### config.mk
export PLATFORM = sky130hd
export DESIGN_NAME = rr_decoder_arbiter
export DESIGN_NICKNAME = d
export VERILOG_FILES = /design/src/rtl/rr_decoder_arbiter_pkg.sv /design/src/rtl/rr_decoder_arbiter_decoder.sv /design/src/rtl/rr_decoder_arbiter.sv
export SDC_FILE = /design/constraint.sdc
export NUM_CORES = 1
export LEC_CHECK = 0
export ABC_AREA = 1
export CAP_MARGIN = 20
export CORE_ASPECT_RATIO = 0.8
export CORE_MARGIN = 2
export CORE_UTILIZATION = 25
export CTS_CLUSTER_DIAMETER = 40
export CTS_CLUSTER_SIZE = 24
export DETAILED_ROUTE_END_ITERATION = 12
export GPL_TIMING_DRIVEN = 0
export PLACE_DENSITY_LB_ADDON = 0.05
export SETUP_SLACK_MARGIN = 0.3
export SKIP_CTS_REPAIR_TIMING = 1
export SYNTH_ARGS = -nofsm -noshare
export SYNTH_HDL_FRONTEND = slang
export SYNTH_SLANG_ARGS = --single-unit
### constraint.sdc
create_clock -name clk -period 4.6 [get_ports clk]
set_clock_uncertainty 0.1 [all_clocks]
set_input_delay 0.92 -clock clk [delete_from_list [all_inputs] [get_ports clk]]
set_output_delay 0.92 -clock clk [all_outputs]
set_load 0.02 [all_outputs]
### src/rtl/rr_decoder_arbiter_pkg.sv
// Shared definitions for the round-robin decoded-select arbiter.
// State encoding and requester/index sizing used by the top and its decoder.
package rr_decoder_arbiter_pkg;

  localparam int NUM_REQ = 8;
  localparam int IDX_W   = 3;

  typedef enum logic {
    ST_IDLE  = 1'b0,
    ST_OWNED = 1'b1
  } arb_state_t;

endpackage

### src/rtl/rr_decoder_arbiter_decoder.sv
// 3-to-8 select decoder built as a 2-level tree: {b,a} picks one of four lines,
// c steers that group to the upper or lower half, enable gates everything.
module rr_decoder_arbiter_decoder (
  input  logic       en,
  input  logic       a,
  input  logic       b,
  input  logic       c,
  output logic [7:0] y
);

  logic [3:0] lo;

  always_comb begin
    lo = 4'b0001 << {b, a};
    y  = 8'h00;
    if (en) begin
      y = c ? {lo, 4'b0000} : {4'b0000, lo};
    end
  end

endmodule

### src/rtl/rr_decoder_arbiter.sv
// Round-robin arbiter sharing one decoded select among 8 requesters, with a
// forced one-cycle dead gap between owners and an optional hold timeout.
module rr_decoder_arbiter
  import rr_decoder_arbiter_pkg::*;
#(
  parameter int MAX_HOLD = 16,
  parameter int CNT_W    = 8
) (
  input  logic               clk,
  input  logic               reset,
  input  logic [NUM_REQ-1:0] req,
  input  logic               done,
  output logic               grant_valid,
  output logic [IDX_W-1:0]   grant_idx,
  output logic [NUM_REQ-1:0] grant_onehot,
  output logic               timeout
);

  // With the timeout disabled the counter simply saturates at all-ones.
  localparam logic [CNT_W-1:0] HOLD_LIMIT =
    (MAX_HOLD == 0) ? {CNT_W{1'b1}} : CNT_W'(MAX_HOLD);

  arb_state_t       state, state_n;
  logic [IDX_W-1:0] idx_q, idx_n;
  logic [IDX_W-1:0] ptr, ptr_n;
  logic [CNT_W-1:0] cnt, cnt_n;
  logic             timeout_q, timeout_n;
  logic [IDX_W-1:0] winner;
  logic             expired;

  always_ff @(posedge clk) begin
    if (reset) begin
      state     <= ST_IDLE;
      idx_q     <= '0;
      ptr       <= '0;
      cnt       <= '0;
      timeout_q <= 1'b0;
    end else begin
      state     <= state_n;
      idx_q     <= idx_n;
      ptr       <= ptr_n;
      cnt       <= cnt_n;
      timeout_q <= timeout_n;
    end
  end

  // First set request scanning upward from ptr, wrapping past 7.
  always_comb begin
    logic             found;
    logic [IDX_W-1:0] cand;
    winner = ptr;
    found  = 1'b0;
    cand   = '0;
    for (int i = 0; i < NUM_REQ; i++) begin
      cand = ptr + IDX_W'(i);
      if (!found && req[cand]) begin
        winner = cand;
        found  = 1'b1;
      end
    end
  end

  assign expired = (MAX_HOLD != 0) && (cnt == HOLD_LIMIT);

  always_comb begin
    state_n   = state;
    idx_n     = idx_q;
    ptr_n     = ptr;
    cnt_n     = cnt;
    timeout_n = 1'b0;
    case (state)
      ST_IDLE: begin
        if (req != '0) begin
          state_n = ST_OWNED;
          idx_n   = winner;
          cnt_n   = CNT_W'(1);
        end
      end
      ST_OWNED: begin
        if (done || !req[idx_q] || expired) begin
          state_n   = ST_IDLE;
          ptr_n     = idx_q + IDX_W'(1);
          cnt_n     = '0;
          timeout_n = expired && !done;
        end else if (cnt != HOLD_LIMIT) begin
          cnt_n = cnt + CNT_W'(1);
        end
      end
      default: state_n = ST_IDLE;
    endcase
  end

  assign grant_valid = (state == ST_OWNED);
  assign grant_idx   = idx_q;
  assign timeout     = timeout_q;

  rr_decoder_arbiter_decoder u_decoder_3_to_8 (
    .en (grant_valid),
    .a  (idx_q[0]),
    .b  (idx_q[1]),
    .c  (idx_q[2]),
    .y  (grant_onehot)
  );

endmodule

==> impl_metrics.yaml <==
outcome:
  status: "finished, final reports clean"
yosys:
  synthCells: 268
  seq_area_frac_synth_pct: 18.9
  synth.area.top_cells: "dfxtp_1 (19%), nand2_1 (15%), nand3_1 (9.4%)"
  async_flop_share_pct: 0
  synth_area_um2: 1700
  yosysTopAreaCell: "dfxtp_1"
  synth_top_area_share_pct: 18.9
  synth_seq_cells: 16
  synth_cell_type_count: 39
  syn-num-nets: 289
  ys_warn_count: 0
  synth_flop_cell: "dfxtp_1"
  synth_edf_count: 0
  avgSynthCellArea_um2: 6.33
cells_and_area:
  final_common_cell: "nand2_1"
  nFillCells: 722
  nets: 317
  drive_gt1_share_pct: 12.2
  diodes: 0
  layout_common_cells: "nand2_1 (68), nand3_1 (32), inv_1 (30), nor2_1 (27), clkdlybuf4s50_1 (23)"
  syn_to_final_growth_pct: 22.2
  multi_input_area_um2: 1160
  regArea_um2: 320
routing:
  drt_first_pass_iters: 4
  vias_per_cell: 4.68
  routed-via-count: 1770
  avgRoutedWirePerCell_um: 12.9
  wirelength_um: 4880
  drc: 0
  ant_nets: 0
  drt_iter0_drc: 81
worst_setup_path:
  crit_path_max_fanout: 10
  crit_type: "flop to flop"
  r2r_slack_ps: 1650
  cp.arrival_ps: 2970
  worstPathRequired_ps: 4620
  critPathCaptureType: "flop"
  reg2reg_depth: 18
  critPathLaunchType: "flop"
  r2r-end: "grant_idx[1]"
  r2r-start: "ptr[0]"
timing:
  fin_tns_setup_ps: 0
  fmaxAchievable_ghz: 0.338
  fin_crit_sh_pct: 64.2
  tightestPinTransition_ps: 547
  finalCriticalPeriod_ps: 2950
  hold_viol_final: 0
  finalSetupViolCount: 0
  drv_slew: 0
  rsz0062_at_grt: "false"
  slew_headroom_pct: 63.5
  fin_ws_ps: 1650
floorplan:
  io-pin-count: 24
  die_y_um: 77.7
  rows: 26
  die_w_um: 96.1
  core-area_um2: 6470
  start_util_pct: 26.2
  die-area_um2: 7460
clock_tree:
  clockBufferDepth: 2
  numCtsBuffers: 3
  cts_tree: "built"
  htree_levels: 1
  cts_root_buf: "clkbuf_8"
  cts.sink_count: 16
  clkTransAtPathRegs_ps: 60
  clock_latency_ps: 250
power_and_ir_drop:
  ir_drop_mv: 0.171
  power_density_nw_per_um2: 499
  power.leakage_nw: 0.907
global_routing:
  grt_max_degree: 11
  grt_pass1_vias: 1722
  grt_overflow_total: 0
  grt_use_total_pct: 14.6
  antenna_found_initial: 0
  grt_pass1_wl_um: 8490
min_path:
  min_to: "cnt[7]"
  hold_class: "flop to flop"
  hold_depth: 2
  holdCritStartpoint: "cnt[7]"
placed_design:
  dp_hpwl_um: 3950
  portBuffers: 23
  post-place-ws_ps: 1410
  gp_congestion: 0.751
run:
  cap_violations: 0
## where the power goes
group,internal (W),switching (W),leakage [nW]
Combinational,0.000272,0.000467,0.755
Clock,0.0000581,0.0000478,0.0216
Sequential,0.000159,0.0000313,0.130
Total,0.000489,0.000546,0.907
## worst max-delay path, stage by stage (launching register included)
cell     delay, ps
dfxtp_1        350
buf_6          160
inv_4           50
buf_12         140
ha_1           430
inv_1          270
nand3_1        170
nand2_1        130
nand2_1         70
nand2_2         80
inv_2           50
nor3_4         230
nand3_2        180
o21ai_1        160
inv_1           50
nand2_1         50
nand2_1         50
nand2_1         70
a21oi_2         50
## registers in the layout, indices dropped and copies added (netlist names)
register / flops
cnt: 8
grant_idx: 3
ptr: 3
grant_valid: 1
timeout: 1
## layout make-up
class	count	area share, %
sequential	16	15.5
multi-input combinational	208	56.0
clock buffer	3	1.99
buffer	10	4.05
timing repair buffer	23	11.1
inverter	34	6.28
tap	84	5.07
## metal layers
metal	vias to the layer above	global-route usage, %	wire length (um)
met4	0	2.57	24
met2	33	20.1	1890
met5	-	0	0
li1	929	-	-
met3	4	3.20	160
met1	804	23.0	2810
## how the worst max path moves through the flow
stage                     slack (ps)  startpoint  cells after the start           end
final                           1650      ptr[0]                     18  grant_idx[1]
after global routing            1330      ptr[0]                     18  grant_idx[1]
after CTS                       1650      ptr[0]                     18  grant_idx[1]
after detailed placement        1410      req[5]                     13  grant_idx[0]
after global placement          1420      req[5]                     13  grant_idx[0]
after floorplan                 2140      ptr[0]                     18  grant_idx[2]
## cells by family (layout without fill, tap and decap cells)
family                   after synthesis  after routing  share of synthesized area (%)
AO/OA/AOI/OAI                         35             35                           12.6
XOR/XNOR                               7              7                           4.50
adder cells (fa/ha/maj)               10             10                           7.38
flip-flops                            16             16                           18.9
AND/OR/NAND/NOR                      156            156                           44.0
buffers and inverters                 44             70                           12.6
## stage by stage
step	hold slack, ps	area, um^2	std cells	total power, W	util, %
final	369	2070	378	0.00103	32.0
after global routing	385	2070	378	0.00116	32.0
after CTS	370	2070	378	0.00104	32.0
after detailed placement	361	2030	375	0.000932	31.4
after global placement	358	2030	375	0.000939	31.4
after floorplan	345	1700	268	0.000742	-
## synthesized netlist by cell type, types with 5 or more instances
cell type	count
ha_1	10
a21oi_1	14
dfxtp_1	16
nand2_1	68
nand3_1	32
nor2_1	27
nand2_2	7
o21ai_0	5
inv_1	30
No activity file was read; power rests on OpenSTA's default activity.
